===== src/rtl/reaction_session_ctrl_if.sv =====
// Handshake and result bundle between the reaction-session sequencer and its
// neighbours: button synchronizers, delay timer, ms tick and the score path.
interface reaction_session_ctrl_if;
  logic        Start;
  logic        Stop;
  logic        MSen;
  logic        CNTdone;
  logic        CNTstart;
  logic        LED;
  logic        SCupdate;
  logic [13:0] RoundTime;
  logic [13:0] BestTime;
  logic [13:0] Average;
  logic [3:0]  RoundIdx;
  logic        FalseStart;
  logic        SessionDone;

  modport master (
    output Start, Stop, MSen, CNTdone,
    input  CNTstart, LED, SCupdate, RoundTime, BestTime, Average,
    input  RoundIdx, FalseStart, SessionDone
  );

  modport slave (
    input  Start, Stop, MSen, CNTdone,
    output CNTstart, LED, SCupdate, RoundTime, BestTime, Average,
    output RoundIdx, FalseStart, SessionDone
  );
endinterface


===== src/rtl/reaction_session_ctrl.sv =====
// Reaction-timer session sequencer: runs NUM_ROUNDS rounds of delay/react/record
// and keeps per-round, best and average reaction times with false-start tracking.
module reaction_session_ctrl #(
  parameter int NUM_ROUNDS = 4,
  parameter int TIMEOUT_MS = 9999,
  parameter int PENALTY_MS = 1000
) (
  input logic              Clk,
  input logic              Reset,
  reaction_session_ctrl_if.slave bus
);
  localparam int LOG2_ROUNDS = $clog2(NUM_ROUNDS);
  localparam int TOTAL_W     = 14 + LOG2_ROUNDS;

  localparam logic [2:0] S_IDLE   = 3'd0;
  localparam logic [2:0] S_DELAY  = 3'd1;
  localparam logic [2:0] S_REACT  = 3'd2;
  localparam logic [2:0] S_RECORD = 3'd3;
  localparam logic [2:0] S_DONE   = 3'd4;

  localparam logic [13:0] BEST_INIT = 14'h3FFF;
  localparam logic [13:0] TIMEOUT_V = 14'(TIMEOUT_MS);
  localparam logic [13:0] PENALTY_V = 14'(PENALTY_MS);
  localparam logic [3:0]  LAST_IDX  = 4'(NUM_ROUNDS - 1);

  logic [2:0]         state_r, state_nxt_s;
  logic               start_d_r, stop_d_r;
  logic               start_edge_s, stop_edge_s;
  logic [13:0]        round_time_r, round_time_nxt_s;
  logic [13:0]        best_r, best_nxt_s;
  logic [TOTAL_W-1:0] total_r, total_nxt_s;
  logic [13:0]        avg_r, avg_nxt_s;
  logic [3:0]         idx_r, idx_nxt_s;
  logic               false_r, false_nxt_s;
  logic               cnt_start_r, cnt_start_nxt_s;
  logic               sc_update_r, sc_update_nxt_s;
  logic               led_r, done_r;

  function automatic logic [13:0] min_time(input logic [13:0] a, input logic [13:0] b);
    if (a < b) begin
      return a;
    end else begin
      return b;
    end
  endfunction

  assign start_edge_s = bus.Start & ~start_d_r;
  assign stop_edge_s  = bus.Stop & ~stop_d_r;

  // Next-state and datapath decisions for the round sequencer.
  always_comb begin
    state_nxt_s      = state_r;
    round_time_nxt_s = round_time_r;
    best_nxt_s       = best_r;
    total_nxt_s      = total_r;
    idx_nxt_s        = idx_r;
    false_nxt_s      = false_r;
    cnt_start_nxt_s  = 1'b0;
    sc_update_nxt_s  = 1'b0;
    case (state_r)
      S_IDLE, S_DONE: begin
        if (start_edge_s) begin
          total_nxt_s      = '0;
          idx_nxt_s        = 4'd0;
          round_time_nxt_s = 14'd0;
          false_nxt_s      = 1'b0;
          best_nxt_s       = BEST_INIT;
          cnt_start_nxt_s  = 1'b1;
          state_nxt_s      = S_DELAY;
        end else begin
          state_nxt_s = state_r;
        end
      end
      S_DELAY: begin
        // A Stop coinciding with expiry counts as a zero-time reaction.
        if (stop_edge_s) begin
          sc_update_nxt_s = 1'b1;
          state_nxt_s     = S_RECORD;
          if (bus.CNTdone) begin
            round_time_nxt_s = 14'd0;
          end else begin
            round_time_nxt_s = PENALTY_V;
            false_nxt_s      = 1'b1;
          end
        end else if (bus.CNTdone) begin
          round_time_nxt_s = 14'd0;
          state_nxt_s      = S_REACT;
        end else begin
          state_nxt_s = S_DELAY;
        end
      end
      S_REACT: begin
        if (stop_edge_s || (round_time_r == TIMEOUT_V)) begin
          sc_update_nxt_s = 1'b1;
          state_nxt_s     = S_RECORD;
        end else if (bus.MSen) begin
          round_time_nxt_s = round_time_r + 14'd1;
        end else begin
          round_time_nxt_s = round_time_r;
        end
      end
      S_RECORD: begin
        total_nxt_s = total_r + {{LOG2_ROUNDS{1'b0}}, round_time_r};
        best_nxt_s  = min_time(best_r, round_time_r);
        idx_nxt_s   = idx_r + 4'd1;
        if (idx_r == LAST_IDX) begin
          state_nxt_s = S_DONE;
        end else begin
          cnt_start_nxt_s = 1'b1;
          state_nxt_s     = S_DELAY;
        end
      end
      default: begin
        state_nxt_s = S_IDLE;
      end
    endcase
    avg_nxt_s = total_nxt_s[TOTAL_W-1 -: 14];
  end

  // State, statistics and registered outputs.
  always_ff @(posedge Clk) begin
    if (Reset) begin
      state_r      <= S_IDLE;
      start_d_r    <= 1'b0;
      stop_d_r     <= 1'b0;
      round_time_r <= 14'd0;
      best_r       <= BEST_INIT;
      total_r      <= '0;
      avg_r        <= 14'd0;
      idx_r        <= 4'd0;
      false_r      <= 1'b0;
      cnt_start_r  <= 1'b0;
      sc_update_r  <= 1'b0;
      led_r        <= 1'b0;
      done_r       <= 1'b0;
    end else begin
      state_r      <= state_nxt_s;
      start_d_r    <= bus.Start;
      stop_d_r     <= bus.Stop;
      round_time_r <= round_time_nxt_s;
      best_r       <= best_nxt_s;
      total_r      <= total_nxt_s;
      avg_r        <= avg_nxt_s;
      idx_r        <= idx_nxt_s;
      false_r      <= false_nxt_s;
      cnt_start_r  <= cnt_start_nxt_s;
      sc_update_r  <= sc_update_nxt_s;
      led_r        <= (state_nxt_s == S_REACT);
      done_r       <= (state_nxt_s == S_DONE);
    end
  end

  assign bus.CNTstart    = cnt_start_r;
  assign bus.LED         = led_r;
  assign bus.SCupdate    = sc_update_r;
  assign bus.RoundTime   = round_time_r;
  assign bus.BestTime    = best_r;
  assign bus.Average     = avg_r;
  assign bus.RoundIdx    = idx_r;
  assign bus.FalseStart  = false_r;
  assign bus.SessionDone = done_r;
endmodule


===== src/flat_wrapper.sv =====
// flat-port wrapper written by rule: the top's interface ports become plain ports
module reaction_session_ctrl_flat 
#(
  parameter int NUM_ROUNDS = 4,
  parameter int TIMEOUT_MS = 9999,
  parameter int PENALTY_MS = 1000
)
  (Clk, Reset, bus_Start, bus_Stop, bus_MSen, bus_CNTdone, bus_CNTstart, bus_LED, bus_SCupdate, bus_RoundTime, bus_BestTime, bus_Average, bus_RoundIdx, bus_FalseStart, bus_SessionDone);
  reaction_session_ctrl_if bus_i ();
  input logic Clk;
  input logic Reset;
  input wire logic [$bits(bus_i.Start)-1:0] bus_Start;
  input wire logic [$bits(bus_i.Stop)-1:0] bus_Stop;
  input wire logic [$bits(bus_i.MSen)-1:0] bus_MSen;
  input wire logic [$bits(bus_i.CNTdone)-1:0] bus_CNTdone;
  output wire logic [$bits(bus_i.CNTstart)-1:0] bus_CNTstart;
  output wire logic [$bits(bus_i.LED)-1:0] bus_LED;
  output wire logic [$bits(bus_i.SCupdate)-1:0] bus_SCupdate;
  output wire logic [$bits(bus_i.RoundTime)-1:0] bus_RoundTime;
  output wire logic [$bits(bus_i.BestTime)-1:0] bus_BestTime;
  output wire logic [$bits(bus_i.Average)-1:0] bus_Average;
  output wire logic [$bits(bus_i.RoundIdx)-1:0] bus_RoundIdx;
  output wire logic [$bits(bus_i.FalseStart)-1:0] bus_FalseStart;
  output wire logic [$bits(bus_i.SessionDone)-1:0] bus_SessionDone;
  assign bus_i.Start = bus_Start;
  assign bus_i.Stop = bus_Stop;
  assign bus_i.MSen = bus_MSen;
  assign bus_i.CNTdone = bus_CNTdone;
  assign bus_CNTstart = bus_i.CNTstart;
  assign bus_LED = bus_i.LED;
  assign bus_SCupdate = bus_i.SCupdate;
  assign bus_RoundTime = bus_i.RoundTime;
  assign bus_BestTime = bus_i.BestTime;
  assign bus_Average = bus_i.Average;
  assign bus_RoundIdx = bus_i.RoundIdx;
  assign bus_FalseStart = bus_i.FalseStart;
  assign bus_SessionDone = bus_i.SessionDone;
  reaction_session_ctrl #(.NUM_ROUNDS(NUM_ROUNDS), .TIMEOUT_MS(TIMEOUT_MS), .PENALTY_MS(PENALTY_MS)) u_core (.Clk(Clk), .Reset(Reset), .bus(bus_i));
endmodule

===== config.mk =====
export PLATFORM = sky130hd
export DESIGN_NAME = reaction_session_ctrl_flat
export DESIGN_NICKNAME = d
export VERILOG_FILES = /design/src/rtl/reaction_session_ctrl_if.sv /design/src/rtl/reaction_session_ctrl.sv /design/src/flat_wrapper.sv
export SDC_FILE = /design/constraint.sdc
export NUM_CORES = 1
export LEC_CHECK = 0
export ABC_AREA = 1
export CORE_ASPECT_RATIO = 0.6
export CORE_UTILIZATION = 35
export DETAILED_ROUTE_END_ITERATION = 10
export SYNTH_ARGS = -nofsm -noshare
export SYNTH_HDL_FRONTEND = slang
export SYNTH_SLANG_ARGS = --single-unit

===== constraint.sdc =====
create_clock -name Clk -period 4.6 [get_ports Clk]
set_input_delay 0.46 -clock Clk [delete_from_list [all_inputs] [get_ports Clk]]
set_output_delay 0.46 -clock Clk [all_outputs]
set_load 0.01 [all_outputs]

Yosys cells after proc, flatten, opt, wreduce, memory -nomap -nowiden
Index checks and enable logic that the tools add are counted.

Bits in registers: 58. Bits of input ports: 6. Output and inout port bits: 51. Logic and storage cells: 76.

$add $sub $neg: 3. Magnitude comparators: 1. Equality and inequality tests: 15. Multiplexer cells: 30. Bitwise logic cells: 4. Reduce and logical (&&, ||, !) cells: 10.

Operator list (count): 2-to-1 mux 14 bit (7); case mux 14 bit (3 select lines) (1); case mux 16 bit (2 select lines) (1); case mux 14 bit (2 select lines) (1); adder 16 x 14 -> 16 bit (1); 2-to-1 mux 16 bit (1); adder 14 x 1 -> 14 bit, second input constant (1); equality test 14 bit, second input constant (1); less-than comparator 14 bit (1); 2-to-1 mux 3 bit (4); case mux 3 bit (4 select lines) (1); 2-to-1 mux 10 bit (1); equality test 3 x 2 -> 1 bit, second input constant (3); inequality test 2 bit, second input constant (4); case mux 4 bit (2 select lines) (1); 2-to-1 mux 1 bit (7); equality test 3 bit, second input constant (2); case mux 1 bit (2 select lines) (3); AND reduction 5 bit (1); adder 4 x 1 -> 4 bit, second input constant (1); equality test 4 x 2 -> 1 bit, second input constant (1); 2-to-1 mux 4 bit (1); inequality test 2 x 1 -> 1 bit, second input constant (2); AND reduction 4 bit (1); 12 further kinds (15).

Longest topological paths before layout
Gate-level depths: netlist of the first run.

Depth in word-level cells: 6. Depth in mapped cells: 12. Gate-level depth less buffers: 12.

Worst setup path after synthesis of the first run
OpenSTA, ideal clock, no wires.

Path kind: register -> register. Start point: register u_core.round_time_r[0], in the netlist u_core.bus.RoundTime[0]. End point: register u_core.avg_r[6], in the netlist u_core.bus.Average[6]. Library setup time: 0.135 ns. Arrival time: 1.742 ns. Data required time: 4.465 ns. Setup slack: 2.723 ns. Cell stages (with the launch flop): 10. Buffers on the path: 0. Clock period less this slack: 1.877 ns. Cell sequence: dfxtp_1 > ha_1 > fa_1 > nand3_1 > nand3_1 > nand2_1 > nand3_1 > or2_2 > nand2_1 > a21oi_1.

Cells in the longest elaborated chain, start to end: 2.

Ends and longest elaborated chain: start: declaration (RTL line reaction_session_ctrl.sv:29) `logic [13:0] round_time_r, round_time_nxt_s;`; start signal: assignment (RTL line reaction_session_ctrl.sv:140) `round_time_r <= round_time_nxt_s;`; adder 16 x 14 -> 16 bit (RTL line reaction_session_ctrl.sv:103) `total_nxt_s = total_r + {{LOG2_ROUNDS{1'b0}}, round_time_r};`; case mux 16 bit (2 select lines) (RTL line reaction_session_ctrl.sv:60) `case (state_r)`; end signal: assignment (RTL line reaction_session_ctrl.sv:143) `avg_r <= avg_nxt_s;`; end: declaration (RTL line reaction_session_ctrl.sv:32) `logic [13:0] avg_r, avg_nxt_s;`.

No other way between the ends. A chain may end at the register's enable or synchronous reset.

Worst setup path after layout of the first run
Start point: register u_core.round_time_r[4], in the netlist u_core.bus.RoundTime[4]. End point: register u_core.best_r[1], in the netlist u_core.bus.BestTime[1].

Cells in the longest elaborated chain, start to end: 3.

Ends and longest elaborated chain: less-than comparator 14 bit (RTL line reaction_session_ctrl.sv:40) `if (a < b) begin`; inequality test 2 bit (no source line); AND reduction 3 bit (no source line); end signal: assignment (RTL line reaction_session_ctrl.sv:141) `best_r <= best_nxt_s;`; end: declaration (RTL line reaction_session_ctrl.sv:30) `logic [13:0] best_r, best_nxt_s;`.

No other way between the ends.

==> flow_summary.toml, run 1 <==
[route]
first_pass_iters = 5
dr.first_iter.drc_count = 323
drc = 0
ant_nets = 0
num_vias = 4035
avgViaCountPerCell = 5.07
routed-wl-met2_um = 4330
wl_met1_um = 6040
wl_met3_um = 941
totalWireLength_um = 11400
top_layer = "met4"
wl_per_cell_um = 14.3

[run]
cap_violations = 0

[cts]
cts_resized = 0
cts_max_level = 3
cts_tree = "done"
clkSinkCount = 58
cts_buffers = 9
root_buffer = "clkbuf_16"
clk_pin_slew_worst_paths_ps = 50
cts-hold-fix-buffers = 0
clockBufferDepth = 2
postCtsSetupRepairBufs = 0
clk_latency_ps = 330

[timing]
finalSetupViolCount = 0
tns_ps = 0
fmax_ghz = 0.387
maxSlewHeadroom_pct = 50.9
rsz0062_at_grt = "no"
fin_crit_ps = 2590
final-max-slew-violation-count = 0
tightestPinTransition_ps = 736
whs_ps = 479
final-hold-violation-count = 0
min_period_over_period_pct = 56.2
clock_skew_ps = 9.22

[floorplanning]
coreArea_sq_um = 10800
num_io_pins = 57
die_width_um = 139
dieArea_sq_um = 11800
row_count = 29
fp.dieH_um = 84.4
initial_core_util_pct = 36.8

[placed_design]
place_congestion = 0.890
dp.cells = 781
post-dp-hpwl_um = 8630
port-buffer-count = 56

[layout]
num_antenna_cells = 0
syn_to_final_growth_pct = 21.1
layout_commonest_cell = "nand2_1"
multi_input_area_sq_um = 2340
fillers = 1088
fin_cells = 796
drive_above_1_share_pct = 7.76
layout_common_cells = "nand2_1, nand3_1, inv_1, dfxtp_1, clkdlybuf4s50_1"
final_nets = 689
register_area_sq_um = 1160

[setup_path]
required_ps = 4780
cp_max_fo = 15
start_kind = "register"
cpMostUsedCell = "nand2_1"
crit_chain = "inv_1 -> ha_1 -> nand2_1 -> o21a_1 -> nand2_1 -> nand2_1 -> nand2_1 -> nand2_1 -> nand2_1 -> nand3_1"
rr_worst_depth = 10
slowest_stage = "dfxtp_1"
worstPathArrival_ps = 2760
crit_type = "reg2reg"
worstSetupEndpointType = "register"
worst_path_largest_cell_delay_ps = 520

[grt]
grt_start_max_net_pins = 38
grtUsageTotal_pct = 20.0
grt_pass1_wl_um = 18500
antenna_found_initial = 0
grt_pass1_vias = 3550
grt-ovfl-total = 0

[yosys]
ys_seq_elements = 58
syn_area_per_cell_sq_um = 6.47
yosysSeqAreaShare_pct = 29.3
synth.area.mux_share_pct = 0
synth-compound-area-share_pct = 11.7
synth-simple-area-share_pct = 37.4
yosysUniqueCellTypes = 37
synthAdderAreaFrac_pct = 9.66
synth_top_family_by_area = "simple AND/OR/NAND/NOR gates"
syn-num-nets = 649
ys_warn_count = 0
synth_xor_area_share_pct = 0.221
synth_area_sq_um = 3960
syn_inst = 613

[pwr]
p_leak_nw = 2.12
ir_drop_uv = 192
power_density_nw_per_um2 = 295
power_mw = 1.42

[worst_hold_path]
hold_depth = 2
hold_path.class = "reg2reg"

[run_status]
outcome = "complete, no violations"
==> final cells by class <==
class,count,area share [%]
Inverter,72,5.68
Clock inverter,3,0.313
Clock buffer,12,5.34
Tap cell,139,3.62
Multi-Input combinational cell,453,48.7
Sequential cell,58,24.2
Timing Repair Buffer,59,12.1
==> worst max-delay path, delay by kind of cell, from the launching register on <==
| family | cells | cell delay, ps |
|---|---|---|
| AND/OR/NAND/NOR | 7 | 1230 |
| flip-flops | 1 | 520 |
| adder cells (fa/ha/maj) | 1 | 320 |
| AO/OA/AOI/OAI | 1 | 190 |
| buffers and inverters | 1 | 150 |
==> registers in the layout (all words and copies together), names as in the netlist, 2 cells and up <==
name                  cells
u_core.bus.BestTime      14
u_core.bus.RoundIdx       4
u_core.total_r            2
u_core.state_r            3
u_core.bus.Average       14
u_core.bus.RoundTime     14
==> per-layer routing <==
metal / vias up / global-route usage [%]
li1: 2060 / -
met1: 1825 / 30.9
met2: 142 / 26.9
met3: 8 / 5.25
met4: 0 / 4.34
met5: - / 0
==> Yosys cell counts <==
cell / count / area (sq um)
inv_1: 62 / 233
or2_2: 1 / 6.26
buf_6: 1 / 11.3
buf_1: 1 / 3.75
ha_1: 29 / 363
nand2_2: 4 / 25.0
nand4_1: 7 / 43.8
a21boi_0: 2 / 15.0
nand2_4: 3 / 33.8
dfxtp_1: 58 / 1160
nand3b_1: 1 / 7.51
nand2_1: 185 / 694
clkinv_1: 1 / 3.75
buf_4: 15 / 113
buf_8: 1 / 15.0
o21a_1: 1 / 7.51
buf_2: 3 / 15.0
o21bai_1: 1 / 7.51
a21oi_2: 11 / 96.3
nand4_2: 1 / 12.5
inv_4: 1 / 6.26
nor3b_1: 1 / 7.51
nor2_4: 1 / 11.3
o21ai_1: 3 / 15.0
nor3_1: 3 / 15.0
nor2_8: 1 / 20.0
xor2_1: 1 / 8.76
inv_2: 8 / 30.0
clkbuf_1: 9 / 33.8
nor2_2: 3 / 18.8
or2_1: 1 / 6.26
o21ai_0: 16 / 80.1
a21oi_1: 47 / 235
nor2_1: 48 / 180
fa_1: 1 / 20.0
o211ai_1: 1 / 7.51
nand3_1: 80 / 400
==> path summary, 6_finish.rpt <==
path / start / end / slack [ps]
min: u_core.total_r[0] / u_core.total_r[0] / 480
max: u_core.bus.RoundTime[4] / u_core.bus.BestTime[1] / 2010
max reg2reg: u_core.bus.RoundTime[4] / u_core.bus.BestTime[1] / 2010
min reg2reg: u_core.total_r[0] / u_core.total_r[0] / 480
==> logic make-up (layout without fill, tap and decap cells) <==
family	Yosys count	after routing
and+or+nand+nor	340	340
buffers and inverters	102	146
AOI/OAI and AO/OA	82	82
DFF	58	58
adders and majority gates	30	30
xor gates and xnor gates	1	1
==> per-stage QoR <==
step | area, sq um | util (%) | setup slack (ps)
6_report | 4800 | 44.5 | 2010
5_1_grt | 4800 | 44.5 | 1760
4_1_cts | 4800 | 44.5 | 2050
3_5_place_dp | 4530 | 42.0 | 2070
3_3_place_gp | 4530 | 42.0 | 2170
2_1_floorplan | 3960 | - | 2720
==> where the power goes <==
group / internal [mW] / total [mW] / switching [mW] / leakage (nW)
sequential: 0.528 / 0.557 / 0.0285 / 0.472
clock: 0.387 / 0.616 / 0.229 / 0.138
combinational: 0.0954 / 0.245 / 0.150 / 1.51
total: 1.01 / 1.42 / 0.407 / 2.12
(Power assumes the default switching activity.)
==> run 2, diff against run 1 <==
- clock period: 4.6 -> 2.5 ns (I/O delays scaled with it)
==> run 2 against run 1 <==
- sequential cell count unchanged
- clock skew decreased by 5.4 ps
- clock-buffer cell count unchanged
- first-iteration DRC count increased by 0.31%
- utilization increased by 0.98 points
==> flow_summary.toml, run 2 (synthesis gave the netlist of run 1 again) <==
[cts]
cts_resized = 0
root_buffer = "clkbuf_16"
cts-hold-fix-buffers = 0
cts_max_level = 3
clkSinkCount = 58
cts_buffers = 9
postCtsSetupRepairBufs = 0
clk_latency_ps = 320
clockBufferDepth = 2
cts_tree = "done"
clk_pin_slew_worst_paths_ps = 50

[route]
top_layer = "met4"
drc = 0
first_pass_iters = 5
dr.first_iter.drc_count = 324
wl_per_cell_um = 14.3
wl_met3_um = 846
ant_nets = 0
num_vias = 4000
wl_met1_um = 6270
routed-wl-met2_um = 4390
totalWireLength_um = 11600
avgViaCountPerCell = 4.95

[layout]
layout_common_cells = "nand2_1, nand3_1, inv_1, dfxtp_1, clkdlybuf4s50_1"
drive_above_1_share_pct = 9.27
final_nets = 701
layout_commonest_cell = "nand2_1"
syn_to_final_growth_pct = 23.8
fin_cells = 808
num_antenna_cells = 0
fillers = 1101

[run]
cap_violations = 0

[setup_path]
worst_path_largest_cell_delay_ps = 480
slowest_stage = "fa_1"
crit_type = "reg2reg"
start_kind = "register"
crit_chain = "ha_1 -> fa_1 -> nand3_1 -> nand3_1 -> nand2_1 -> nand2_1 -> nand3_1 -> nand2_1 -> a21boi_0 -> nor2_1"
reg2reg_from = "u_core.bus.RoundTime[0]"
worstSetupEndpointType = "register"
critPathBufInv = 0
crit_start = "u_core.bus.RoundTime[0]"
path_delay_family = "simple AND/OR/NAND/NOR gates"
required_ps = 2710
cp_max_fo = 6
worstPathArrival_ps = 2390

[pwr]
power_density_nw_per_um2 = 548
p_leak_nw = 2.19
power_mw = 2.69
ir_drop_uv = 297

[grt]
grt_start_max_net_pins = 37
grt-ovfl-total = 0
grt_pass1_vias = 3715
grt_pass1_wl_um = 19100
grtUsageTotal_pct = 20.6
antenna_found_initial = 0

[placed_design]
post-dp-hpwl_um = 8880
port-buffer-count = 56
dp.cells = 793
place_congestion = 0.876

[timing]
rsz0062_at_grt = "no"
final-max-slew-violation-count = 0
clock_skew_ps = 3.82
final-hold-violation-count = 0
fmax_ghz = 0.458
min_period_over_period_pct = 87.2
fin_crit_ps = 2180
tns_ps = 0
tightestPinTransition_ps = 720
maxSlewHeadroom_pct = 51.9
finalSetupViolCount = 0

[worst_hold_path]
hold_path.class = "reg2reg"
holdCritStartpoint = "u_core.total_r[0]"

[floorplanning]
initial_core_util_pct = 36.8
fp.dieH_um = 84.4
die_width_um = 139
row_count = 29
coreArea_sq_um = 10800
num_io_pins = 57
dieArea_sq_um = 11800

[run_status]
outcome = "complete, no violations"
run 2: changes by cell type in the layout (fill, tap and decap cells not counted), sizes merged:
| cell | before | now |
|---|---|---|
| buf | 3 | 15 |
| bufinv | 0 | 1 |
| clkinv | 4 | 3 |
run 2: report_power, final:
| part | switching [mW] | leakage, nW | total [mW] | internal, mW |
|---|---|---|---|---|
| Clock | 0.422 | 0.142 | 1.21 | 0.790 |
| Combinational | 0.283 | 1.57 | 0.464 | 0.181 |
| Sequential | 0.0428 | 0.472 | 1.01 | 0.972 |
run 2: metal layers:
layer / track usage, % / vias up
met4: 4.85 / 0
met5: 0 / -
met2: 28.7 / 133
met1: 31.0 / 1788
li1: - / 2075
met3: 5.13 / 4
run 2: per-stage QoR:
step / hold WS (ps) / cell area (sq um) / setup WS (ps) / utilization [%]
CTS: 474 / 4910 / 346 / 45.5
global route: 497 / 4910 / 174 / 45.5
detailed placement: 465 / 4620 / 362 / 42.9
floorplan: 375 / 3960 / 623 / -
finish: 474 / 4910 / 319 / 45.5
global placement: 453 / 4620 / 412 / 42.9
run 2: final timing paths:
check	slack (ps)	cells past startpoint	to
setup / recovery	320	10	u_core.bus.Average[12]
hold / removal	470	2	u_core.total_r[0]
setup reg to reg	320	10	u_core.bus.Average[12]
hold reg to reg	470	2	u_core.total_r[0]
run 2: final cells by class:
class / count / area, sq um / area share (%)
timing repair buffer: 71 / 673 / 13.7
clock buffer: 12 / 246 / 5.02
tap: 139 / 174 / 3.55
inverter: 72 / 273 / 5.56
clock inverter: 3 / 40.0 / 0.816
multi-input combinational: 453 / 2340 / 47.7
sequential: 58 / 1160 / 23.7
run 2: worst reg2reg max path: stages (launching register included):
cell and delay (ps):
dfxtp_1 360, ha_1 280, fa_1 480, nand3_1 110, nand3_1 170, nand2_1 110
nand2_1 110, nand3_1 100, nand2_1 110, a21boi_0 190, nor2_1 70
==> variant, RTL diff (settings of run 2) <==
`NUM_ROUNDS` is set to 4 in 2 places; all go to 2.
--- a/src/rtl/reaction_session_ctrl.sv
+++ b/src/rtl/reaction_session_ctrl.sv
@@ -1,7 +1,7 @@
 // Reaction-timer session sequencer: runs NUM_ROUNDS rounds of delay/react/record
 // and keeps per-round, best and average reaction times with false-start tracking.
 module reaction_session_ctrl #(
-  parameter int NUM_ROUNDS = 4,
+  parameter int NUM_ROUNDS = 2,
   parameter int TIMEOUT_MS = 9999,
   parameter int PENALTY_MS = 1000
 ) (
--- a/src/flat_wrapper.sv
+++ b/src/flat_wrapper.sv
@@ -1,7 +1,7 @@
 // flat-port wrapper written by rule: the top's interface ports become plain ports
 module reaction_session_ctrl_flat 
 #(
-  parameter int NUM_ROUNDS = 4,
+  parameter int NUM_ROUNDS = 2,
   parameter int TIMEOUT_MS = 9999,
   parameter int PENALTY_MS = 1000
 )
Formal check against the unedited RTL: not equivalent (Yosys sat finds a counterexample within 4 cycles, from zero or initial values and one cycle with Reset high).
==> variant against run 2 <==
Sequential share of layout area down 0.14 points; total power up 5.4%; highest routed layer unchanged; via count up 2.5%; die area down 2.4%; combinational power up 8.6%; fmax down 3.4%; sequential cell count down 1; first-iteration DRC count up 11%; worst setup slack worse by 77 ps; routed wire length up 4.7%; synthesized cell count down 1.5%; synthesized area down 2.5%; final area down 1.1%.
==> variant: results (changes against run 2) <==
status finished, final reports clean; Distinct cells, synth 35 (-5.4%); Slowest Stage Delay on Critical Path 460 ps (-20 ps); Synth Area in XOR/XNOR 0.453% (+0.23 points); FILL cells 1128 (+2.5%); Arrival @ worst endpoint 2480 ps (+90 ps); pre-CTS setup slack 260 ps (-103 ps); clock-pin transition on the worst setup and hold timing paths 50 ps (about the same); Skew-Pair Late Insertion Delay 330 ps; DRT iter0 DRCs 360 (+11%); total number of vias 4098 (+2.5%); DR WL/cell 15.1 µm (+5.6%); delay-heaviest family, CP simple AND/OR/NAND/NOR gates; GRT Overall Usage 22.3% (+1.7 points); Clock Skew 5.20 ps (+1.38 ps); critical path peak fanout 7 (+1); sequential share of the synthesized area 29.5% (+0.23 points); layout cell share with drive strength beyond 1 7.40% (-1.9 points); Post-synth top cells nand2_1, nand3_1, inv_1, dfxtp_1, a21oi_1; DPL Wire Length 9.35 mm (+5.2%); Post-CTS Setup Bufs 0 (unchanged); Vias/cell 5.12 (+3.3%); top post-synthesis cells by area dfxtp_1, nand2_1, nand3_1; placed cells 786 (-0.88%); Synth Area in Compound Gates 11.0% (-0.67 points); largest net degree at the start of global routing 38 (+2.7%); worst hold path class in2reg; Net Count, Synth 641 (-1.2%); vias in the first global route 3739 (+0.65%); static leakage 2.16 nW (-1.5%); layout net count 695 (-0.86%); first-pass GRT wire length 19.6 mm (+2.5%); mux cell area share after synthesis 0% (unchanged); Post-Synth Adder-Cell Area 10.2% (+0.57 points); Max VDD drop 371 µV (+25%); relative slew slack 60.8% (+8.9 points); Cells after Synth 604 (-1.5%); placer congestion estimate 0.940 (+7.3%)
variant: cell count changes after synthesis, moves of 3 or more:
cell / delta
nor2_1: +3
inv_2: -3
nand3_1: -4
a21oi_2: -7
o21ai_1: -3
a21oi_1: +8
variant: logic make-up after synthesis:
logic type	after synthesis
and+or+nand+nor	336
buffers and inverters	98
AOI/OAI and AO/OA	80
DFF	57
adders and majority gates	31
xor gates and xnor gates	2
variant: power by group:
part | leakage [nW] | switching (mW) | internal [mW]
logic | 1.54 | 0.309 | 0.195
clock network | 0.153 | 0.433 | 0.893
registers | 0.464 | 0.0470 | 0.959
total | 2.16 | 0.789 | 2.05
variant: area by class of cell:
type	instances	area, µm²	share of cell area [%]
clock inverters	3	65.1	1.34
clock buffers	12	246	5.08
well taps	139	174	3.59
multi-input cells	449	2290	47.2
repair buffers	71	673	13.9
flip-flops and latches	57	1140	23.5
inverters	70	263	5.42
variant: metrics by stage:
step / cell area, µm² / util (%)
6_report: 4850 / 45.5
5_1_grt: 4850 / 45.5
4_1_cts: 4850 / 45.5
3_5_place_dp: 4540 / 42.5
3_3_place_gp: 4540 / 42.5
2_1_floorplan: 3860 / -
variant: per-layer routing:
metal / GRT usage (%) / wire, µm
met1: 35.2 / 6390
met2: 29.1 / 4570
met3: 5.80 / 1020
met4: 4.70 / 119
met5: 0 / 0
variant: path summary, 6_finish.rpt:
path | from | endpoint | slack (ps) | depth (start not counted)
setup / recovery | u_core.bus.RoundTime[0] | u_core.bus.Average[13] | 240 | 10
hold / removal | bus_Start | u_core.start_d_r | 470 | 3
setup reg to reg | u_core.bus.RoundTime[0] | u_core.bus.Average[13] | 240 | 10
hold reg to reg | u_core.total_r[0] | u_core.total_r[0] | 480 | 2
